## config.mk

```make
export PLATFORM = sky130hd
export DESIGN_NAME = skdecode_coeff_unpack
export DESIGN_NICKNAME = d
export VERILOG_FILES = /design/src/rtl/skdecode_coeff_unpack.sv
export SDC_FILE = /design/constraint.sdc
export NUM_CORES = 1
export LEC_CHECK = 0
export BUFFER_PORTS_ARGS = -buffer_cell sky130_fd_sc_hd__buf_4
export CORE_MARGIN = 10
export CORE_UTILIZATION = 25
export CTS_BUF_LIST = sky130_fd_sc_hd__clkbuf_4 sky130_fd_sc_hd__clkbuf_8
export DETAILED_ROUTE_END_ITERATION = 10
export GPL_TIMING_DRIVEN = 0
export PLACE_DENSITY = 0.46
export SYNTH_ARGS = -nofsm -noshare
export SYNTH_HDL_FRONTEND = slang
export SYNTH_SLANG_ARGS = --single-unit
```

## constraint.sdc

```tcl
create_clock -name clk -period 5.65 [get_ports clk]
set_clock_uncertainty 0.05 [all_clocks]
set_input_delay 0.2825 -clock clk [delete_from_list [all_inputs] [get_ports clk]]
set_output_delay 0.2825 -clock clk [all_outputs]
set_load 0.005 [all_outputs]
```

## src/rtl/skdecode_coeff_unpack.sv

```systemverilog
// Unpacks t0 (d-bit) or eta lanes into mod-q coefficients: (2^(d-1) - x) mod q or (eta - x) mod q.
// Latency: 2 cycles from input handshake to valid_o. Sustains 1 beat/cycle.
// Backpressure: ready_o = !s2_vld || ready_i; a stall freezes both stages, so no beat is lost or repeated.
//
// Ports:
//   clk, reset_n (async, active-low), zeroize (sync clear, overrides handshakes)
//   mode_i / valid_i / data_i / ready_o : input beat, NUM_LANES lanes of MLDSA_D bits, mode 0=t0 1=eta
//   valid_o / data_o / err_o / last_o / ready_i : output beat, NUM_LANES lanes of REG_SIZE+1 bits (MSB=0)
module skdecode_coeff_unpack #(
  parameter int NUM_LANES = 4,
  parameter int REG_SIZE  = 23,
  parameter int MLDSA_Q   = 8380417,
  parameter int MLDSA_D   = 13,
  parameter int ETA       = 2,
  parameter int COEFFS    = 256
) (
  input  logic                              clk,
  input  logic                              reset_n,
  input  logic                              zeroize,
  input  logic                              mode_i,
  input  logic                              valid_i,
  output logic                              ready_o,
  input  logic [NUM_LANES*MLDSA_D-1:0]      data_i,
  output logic                              valid_o,
  input  logic                              ready_i,
  output logic [NUM_LANES*(REG_SIZE+1)-1:0] data_o,
  output logic                              err_o,
  output logic                              last_o
);

  localparam int BEATS = COEFFS / NUM_LANES;
  localparam int CNT_W = (BEATS > 1) ? $clog2(BEATS) : 1;
  localparam logic [CNT_W-1:0]    LAST_BEAT  = CNT_W'(BEATS - 1);
  localparam logic [REG_SIZE-1:0] T0_OFFSET  = REG_SIZE'(2 ** (MLDSA_D - 1));
  localparam logic [REG_SIZE-1:0] ETA_OFFSET = REG_SIZE'(ETA);
  localparam logic [REG_SIZE-1:0] Q_VAL      = REG_SIZE'(MLDSA_Q);
  localparam logic [3:0]          ETA_MAX    = 4'(2 * ETA);

  // Handshake
  logic advance;
  logic accept;

  // Beat counter
  logic [CNT_W-1:0] cnt_q, cnt_d;

  // Stage 1: raw difference a + ~b + 1 and its carry (carry=1 means a >= b)
  logic                               s1_vld_q, s1_vld_d;
  logic                               s1_err_q, s1_err_d;
  logic                               s1_last_q, s1_last_d;
  logic [NUM_LANES-1:0]               s1_carry_q, s1_carry_d;
  logic [NUM_LANES-1:0][REG_SIZE-1:0] s1_diff_q, s1_diff_d;

  // Stage 2: final coefficient after conditional +q
  logic                               s2_vld_q, s2_vld_d;
  logic                               s2_err_q, s2_err_d;
  logic                               s2_last_q, s2_last_d;
  logic [NUM_LANES-1:0][REG_SIZE-1:0] s2_coef_q, s2_coef_d;

  // Per-lane combinational working values
  logic [NUM_LANES-1:0][MLDSA_D-1:0]  lane_x;
  logic [NUM_LANES-1:0][3:0]          eta_x;
  logic [NUM_LANES-1:0][REG_SIZE-1:0] sub_a;
  logic [NUM_LANES-1:0][REG_SIZE-1:0] sub_b;
  logic [NUM_LANES-1:0][REG_SIZE:0]   sub_sum;
  logic [NUM_LANES-1:0][REG_SIZE-1:0] corr;
  logic [NUM_LANES-1:0]               lane_err;

  assign advance = !s2_vld_q || ready_i;
  assign accept  = valid_i && advance;
  assign ready_o = advance;

  // Stage-1 adder: a - b as a + ~b + 1; the carry out doubles as "no borrow".
  always_comb begin
    lane_x   = '0;
    eta_x    = '0;
    sub_a    = '0;
    sub_b    = '0;
    sub_sum  = '0;
    lane_err = '0;
    for (int k = 0; k < NUM_LANES; k++) begin
      lane_x[k] = data_i[k*MLDSA_D +: MLDSA_D];
      // Only the low 3 (eta=2) or 4 (eta=4) bits carry an eta code; the rest is ignored.
      eta_x[k]  = (ETA == 2) ? {1'b0, lane_x[k][2:0]} : lane_x[k][3:0];
      if (mode_i) begin
        sub_a[k]    = ETA_OFFSET;
        sub_b[k]    = REG_SIZE'(eta_x[k]);
        lane_err[k] = (eta_x[k] > ETA_MAX);
      end else begin
        sub_a[k]    = T0_OFFSET;
        sub_b[k]    = REG_SIZE'(lane_x[k]);
      end
      sub_sum[k] = {1'b0, sub_a[k]} + {1'b0, ~sub_b[k]} + (REG_SIZE+1)'(1);
    end
  end

  // Stage-2 correction: a borrow in stage 1 means the result wrapped, so add q back.
  always_comb begin
    corr = '0;
    for (int k = 0; k < NUM_LANES; k++) begin
      corr[k] = s1_carry_q[k] ? '0 : Q_VAL;
    end
  end

  always_comb begin
    cnt_d      = cnt_q;
    s1_vld_d   = s1_vld_q;
    s1_err_d   = s1_err_q;
    s1_last_d  = s1_last_q;
    s1_carry_d = s1_carry_q;
    s1_diff_d  = s1_diff_q;
    s2_vld_d   = s2_vld_q;
    s2_err_d   = s2_err_q;
    s2_last_d  = s2_last_q;
    s2_coef_d  = s2_coef_q;

    // Both stages move together; a stall at the output holds everything in place.
    if (advance) begin
      s1_vld_d  = valid_i;
      s1_err_d  = valid_i && (|lane_err);
      s1_last_d = accept && (cnt_q == LAST_BEAT);
      for (int k = 0; k < NUM_LANES; k++) begin
        s1_diff_d[k]  = sub_sum[k][REG_SIZE-1:0];
        s1_carry_d[k] = sub_sum[k][REG_SIZE];
        s2_coef_d[k]  = s1_diff_q[k] + corr[k];
      end
      s2_vld_d  = s1_vld_q;
      s2_err_d  = s1_err_q;
      s2_last_d = s1_last_q;
    end

    if (accept) begin
      cnt_d = (cnt_q == LAST_BEAT) ? '0 : cnt_q + CNT_W'(1);
    end

    // Zeroize wins over any handshake in the same cycle.
    if (zeroize) begin
      cnt_d      = '0;
      s1_vld_d   = 1'b0;
      s1_err_d   = 1'b0;
      s1_last_d  = 1'b0;
      s1_carry_d = '0;
      s1_diff_d  = '0;
      s2_vld_d   = 1'b0;
      s2_err_d   = 1'b0;
      s2_last_d  = 1'b0;
      s2_coef_d  = '0;
    end
  end

  always_ff @(posedge clk or negedge reset_n) begin
    if (!reset_n) begin
      cnt_q      <= '0;
      s1_vld_q   <= 1'b0;
      s1_err_q   <= 1'b0;
      s1_last_q  <= 1'b0;
      s1_carry_q <= '0;
      s1_diff_q  <= '0;
      s2_vld_q   <= 1'b0;
      s2_err_q   <= 1'b0;
      s2_last_q  <= 1'b0;
      s2_coef_q  <= '0;
    end else begin
      cnt_q      <= cnt_d;
      s1_vld_q   <= s1_vld_d;
      s1_err_q   <= s1_err_d;
      s1_last_q  <= s1_last_d;
      s1_carry_q <= s1_carry_d;
      s1_diff_q  <= s1_diff_d;
      s2_vld_q   <= s2_vld_d;
      s2_err_q   <= s2_err_d;
      s2_last_q  <= s2_last_d;
      s2_coef_q  <= s2_coef_d;
    end
  end

  // Outputs are forced to zero whenever no beat is presented.
  always_comb begin
    data_o = '0;
    if (s2_vld_q) begin
      for (int k = 0; k < NUM_LANES; k++) begin
        data_o[k*(REG_SIZE+1) +: REG_SIZE+1] = {1'b0, s2_coef_q[k]};
      end
    end
  end

  assign valid_o = s2_vld_q;
  assign err_o   = s2_vld_q && s2_err_q;
  assign last_o  = s2_vld_q && s2_last_q;

endmodule

```

==> results of run 1 <==
worst max-delay path: cells and delay by family (launching register included):
family                 cells  cell delay, ns
buffers and inverters      5            2.11
DFF                        1            0.50
and+or+nand+nor            1            0.18
worst paths after layout:
check	end	depth (start not counted)	start	slack (ns)
worst max-delay path	ready_o	6	valid_o	2.00
max in group asynchronous	s2_coef_q[80]	3	reset_n	4.20
min in group asynchronous	s2_coef_q[21]	2	reset_n	0.40
worst min register to register	s2_coef_q[15]	2	s2_coef_q[15]	0.44
worst max register to register	s2_coef_q[42]	7	valid_o	2.25
worst min-delay path	s1_diff_q[48]	3	data_i[28]	0.04
cells by family after synthesis:
logic type	count (synthesis)	share of synthesized area [%]
and+or+nand+nor	559	23.3
AOI/OAI and AO/OA	362	21.1
DFF	192	40.7
buffers and inverters	111	3.67
xor gates and xnor gates	79	5.86
adders and majority gates	49	5.45
other	1	0.0318
report_power, final:
part	leakage (µW)	internal, µW	switching [µW]	total, µW
clock network	0.000201	420	567	988
registers	0.00247	1510	103	1620
logic	0.00379	351	514	865
final cells by class:
type / count / area, µm² / area share [%]
multi-input combinational: 1053 / 6580 / 46.2
sequential: 192 / 4800 / 33.7
timing repair buffer: 160 / 1240 / 8.74
tap: 607 / 759 / 5.33
buffer: 77 / 305 / 2.14
clock buffer: 19 / 255 / 1.79
clock inverter: 13 / 154 / 1.08
inverter: 34 / 128 / 0.896
antenna: 1 / 2.50 / 0.0176
flip-flops by register name, indices dropped and copies added (netlist names):
name	cells
s2_coef_q	92
s1_diff_q	84
cnt_q	6
s1_carry_q	4
s1_err_q	1
s1_last_q	1
s1_vld_q	1
s2_err_q	1
s2_last_q	1
valid_o	1
metrics by stage:
| step | worst slack [ns] | instance area [µm²] | instances | util (%) | power [µW] |
|---|---|---|---|---|---|
| global route | 1.91 | 14200 | 2156 | 30.5 | 3660 |
| CTS | 1.94 | 14200 | 2155 | 30.5 | 3500 |
| floorplan | 2.93 | 11800 | 1356 | - | 2150 |
| global placement | 1.93 | 13700 | 2116 | 29.4 | 2490 |
| finish | 2.00 | 14200 | 2156 | 30.5 | 3470 |
| detailed placement | 1.91 | 13800 | 2117 | 29.5 | 2500 |
synthesized netlist by cell type (all sizes together) (5+ instances only):
cell,number
nand3,35
a21o,41
buf,12
nand4,23
nor3,27
a211oi,67
xor2,39
clkbuf,65
o211ai,13
o21bai,14
xnor2,40
o21ai,49
and4,9
nor2,142
nor4,5
ha,45
a211o,5
or3,10
inv,33
nor2b,11
dfrtp,192
a21oi,92
nand2b,5
and3,17
o311ai,11
a221oi,5
nand2,156
or4,7
o21a,7
a22o,5
a31oi,10
o32ai,5
and2,105
repair_timing:
action,4_1_cts,5_1_grt
endpoints found under the hold margin,108,0
gates resized for setup,0,0
setup buffers,0,0
hold buffers,6,0
metal layers:
layer	vias to the layer above	part of all wire [%]
met3	51	5.8
li1	5182	-
met4	14	1.4
met5	-	0.17
met1	5436	45
met2	328	48
==> impl_metrics.csv, run 1 <==
group,metric,value,unit
grt,use_met2,27.5,%
drt,drt_iter0_drc,784,
floorplan,fp.dieArea,56300,µm²
floorplan,die_w,237,µm
yosys,synth_edf_count,0,
cts,clockBufferDepth,2,
cts,htree_num_levels,4,
floorplan,start_util,25.3,%
pwr,p_leak,0.00646,µW
drt,remaining_drc_errors,0,
pwr,vdd_drop_max,0.119,mV
worst_setup_path,start_kind,"flip-flop",
status,outcome,"finished clean",
drt,avgRoutedWirePerCell,22.2,µm
timing,hold_viol,0,
worst_setup_path,cp_slowest_cell,"clkbuf_1",
floorplan,die_height,237,µm
timing,period_share,64.6,%
worst_setup_path,cp_slowest_stage_delay,0.74,ns
grt,grt_pass1_vias,10900,
yosys,seq_area_frac_synth,40.7,%
drt,vias_per_cell,5.11,
cts,root_buffer,"clkbuf_8",
timing,rsz0062_at_grt,"no",
grt,antenna_found_initial,8,
cts,clock_latency,0.51,ns
layout,layout_commonest_cell,"dfrtp_1",
timing,setup-tns-final,0,ns
worst_setup_path,crit_top_cell,"clkbuf_1",
floorplan,pin_count,158,
floorplan,rows,79,
timing,whs,0.0430,ns
timing,min_period,3.65,ns
min_path,hold_path.class,"in -> reg",
yosys,yosysWarningCount,0,
layout,fillers,5013,
yosys,syn_area_per_cell,8.73,µm²
cts,cts_tree,"yes",
placement,dpl.hpwl,36.2,mm
drt,routed_wl,48.0,mm
grt,gr-usage-met1,21.5,%
cts,clk_pin_slew,0.12,ns
timing,timing.fmax,0.274,GHz
worst_setup_path,arrival,3.32,ns
grt,global_route.usage.met3,3.52,%
drt,firstDrtPassIters,5,
floorplan,core,46700,µm²
layout,final_nets,1642,
yosys,synth_top_area_share,40.7,%
drt,ant_nets,0,
placement,port_buffers,153,
yosys,async_flop_share,100,%
yosys,ys_types,75,
worst_setup_path,path_max_fanout,10,
grt,overflow,0,
timing,max_slew_margin,11.7,%
timing,tightest_slew,1.32,ns
grt,busiest_layer,"met2",
flow_run,cap_violations,0,
worst_setup_path,crit_path_end_kind,"output port",
timing,setup_viol,0,
cts,cts_sinks,192,
worst_setup_path,criticalPathCategory,"reg -> out",
layout,syn2layout_area_growth,20.5,%
worst_setup_path,crit_chain,"nor2b_1 -> buf_2 -> inv_2 -> clkbuf_1 -> clkbuf_1 -> buf_4",
yosys,synthCells,1353,
pwr,power_density,244,nW/µm²
grt,grt_use_total,16.5,%
grt,grt_max_degree,105,
placement,routabilityCongestion,0.863,
yosys,synth_top_cell_by_area,"dfrtp_1",
yosys,synth-seq-cells,192,
timing,maxSlewViolCount,0,
worst_setup_path,cp.required,5.32,ns
layout,final_layout_size_suffix_gt1_share,13.7,%
layout,layout_common_cells,"dfrtp_1, nand2_1, buf_4",
yosys,ys.flop_type,"dfrtp_1",
cts,cts_buffers,17,
drt,vias,11000,
yosys,syn-cell-area,11800,µm²
yosys,synth.area.top_cells,"dfrtp_1, and2_1, nand2_1",
grt,grt_pass1_wl,70.6,mm
No activity file was read; power rests on OpenSTA's default activity.
==> run 2, diff against run 1 <==
==> constraint.sdc (replaced) <==
create_clock -name clk -period 3.66 [get_ports clk]
set_clock_uncertainty 0.05 [all_clocks]
set_input_delay 0.183 -clock clk [delete_from_list [all_inputs] [get_ports clk]]
set_output_delay 0.183 -clock clk [all_outputs]
set_load 0.005 [all_outputs]
==> run 2 against run 1 <==
Effect of this change:
- register-to-register slack got worse by 2.0 ns
- largest power group unchanged
- die area stayed put
- critical endpoint unchanged
- hold slack lost 0.017 ns
==> impl_metrics.csv, run 2 (same netlist as run 1, synthesis figures left out) <==
group,metric,value,unit
worst_setup_path,cp_slowest_cell,"clkbuf_1",
cts,clock_latency,0.51,ns
worst_setup_path,r2r_cells,7,
cts,cts_sinks,192,
worst_setup_path,cp_slowest_stage_delay,0.75,ns
cts,clk_pin_slew,0.11,ns
drt,routed_wl,48.0,mm
floorplan,die_w,237,µm
drt,remaining_drc_errors,0,
grt,grt_pass1_vias,10900,
timing,whs,0.0259,ns
grt,overflow,0,
cts,clockBufferDepth,2,
pwr,internal_power,3540,µW
layout,final_layout_size_suffix_gt1_share,13.6,%
worst_setup_path,r2r_end,"s2_coef_q[42]",
worst_setup_path,path_max_fanout,10,
timing,timing.fmax,0.280,GHz
pwr,p_clk_share,28.3,%
placement,dpl.hpwl,36.2,mm
drt,drt_iter0_drc,815,
grt,grt_max_degree,105,
layout,layout_commonest_cell,"dfrtp_1",
timing,setup_viol,0,
pwr,p_sw_share,34.1,%
layout,largest_reg_flops,92,
min_path,hold_depth,4,
timing,min_period,3.57,ns
pwr,vdd_drop_max,0.185,mV
drt,ant_nets,0,
worst_setup_path,cp.required,3.43,ns
timing,period_share,97.6,%
timing,max_slew_margin,11.7,%
layout,post-route-util,30.9,%
timing,hold_viol,0,
floorplan,rows,79,
cts,cts_buffers,17,
layout,layout_common_cells,"dfrtp_1, nand2_1, buf_4",
floorplan,die_height,237,µm
layout,reg_top3,"s2_coef_q x92, s1_diff_q x84, cnt_q x6",
timing,rsz0062_at_grt,"no",
min_path,hold_start,"data_i[11]",
grt,antenna_found_initial,7,
cts,cts_tree,"yes",
worst_setup_path,criticalPathCategory,"reg -> out",
placement,routabilityCongestion,0.863,
layout,top_register,"s2_coef_q",
grt,grt_use_total,16.6,%
floorplan,start_util,25.3,%
cts,ctsHoldBuffers,22,
pwr,pwr-share-comb,25.2,%
worst_setup_path,r2r_slack,0.25,ns
layout,syn2layout_area_growth,21.9,%
pwr,p_leak,0.00653,µW
layout,multi_input_area,6580,µm²
cts,htree_num_levels,4,
min_path,hold_path.class,"in -> reg",
floorplan,pin_count,158,
drt,vias_per_cell,5.09,
pwr,p_sw,1830,µW
placement,port_buffers,153,
min_path,min_to,"s1_diff_q[11]",
drt,vias,11100,
timing,maxSlewViolCount,0,
pwr,seq_power_share,46.5,%
worst_setup_path,start_kind,"flip-flop",
layout,fillers,5000,
layout,final_nets,1658,
grt,grt_pass1_wl,70.9,mm
cts,cts_setup_buffers,0,
status,outcome,"finished clean",
worst_setup_path,crit_chain,"nor2b_1 -> buf_2 -> inv_2 -> clkbuf_1 -> clkbuf_1 -> buf_4",
cts,cts_resized,0,
floorplan,core,46700,µm²
drt,firstDrtPassIters,6,
worst_setup_path,arrival,3.34,ns
cts,root_buffer,"clkbuf_8",
timing,setup-tns-final,0,ns
drt,avgRoutedWirePerCell,22.1,µm
floorplan,fp.dieArea,56300,µm²
worst_setup_path,crit_top_cell,"clkbuf_1",
flow_run,cap_violations,0,
timing,tightest_slew,1.32,ns
worst_setup_path,rr_startpoint,"valid_o",
worst_setup_path,crit_path_end_kind,"output port",
layout,register_area,4800,µm²
pwr,power_density,373,nW/µm²
[run 2: cell count changes in the layout (fill, tap and decap cells not counted)]
cell / before / now
diode_2: 1 / 2
dlygate4sd3_1: 6 / 22
[run 2: worst max path at each step]
stage                        from            end  cells after the start  slack [ns]
after detailed placement   mode_i  s1_diff_q[35]                     10        0.02
final                     valid_o        ready_o                      6        0.09
after global placement     mode_i   s1_diff_q[8]                     11        0.04
after floorplan            mode_i  s1_diff_q[35]                      9        1.04
after global routing      valid_o        ready_o                      6       0.002
after CTS                 valid_o        ready_o                      6        0.05
[run 2: stage by stage]
stage	power, µW	instance area [µm²]	cells	worst slack [ns]
2_1_floorplan	3320	11800	1356	1.04
3_3_place_gp	3850	13700	2116	0.0361
3_5_place_dp	3860	13800	2117	0.0227
4_1_cts	5420	14400	2171	0.0513
5_1_grt	5670	14400	2171	0.00198
6_report	5370	14400	2173	0.0875
[run 2: power groups by stage]
stage,registers (µW),logic (µW),clock network [µW]
global route,2520,1500,1650
detailed placement,2540,1330,0
global placement,2530,1310,0
floorplan,2480,847,0
finish,2490,1350,1520
CTS,2490,1360,1570
[run 2: critical path, delay by kind of cell (launching register included)]
kind,cells,cell delay (ns)
buffers and inverters,5,2.14
DFF,1,0.50
and+or+nand+nor,1,0.18
[run 2: metal layers]
metal | wire length, µm | up-vias | track usage (%)
met5 | 52 | - | 0
met4 | 789 | 10 | 4.08
met3 | 2800 | 50 | 3.46
met2 | 22800 | 327 | 27.5
met1 | 21500 | 5478 | 21.6
li1 | - | 5203 | -
[run 2: layout make-up]
cell class,count,share of cell area (%)
clock inverters,13,1.07
clock buffers,19,1.77
well taps,607,5.27
diodes,2,0.0348
multi-input cells,1053,45.7
plain buffers,77,2.12
inverters,34,0.886
flip-flops and latches,192,33.4
repair buffers,176,9.75
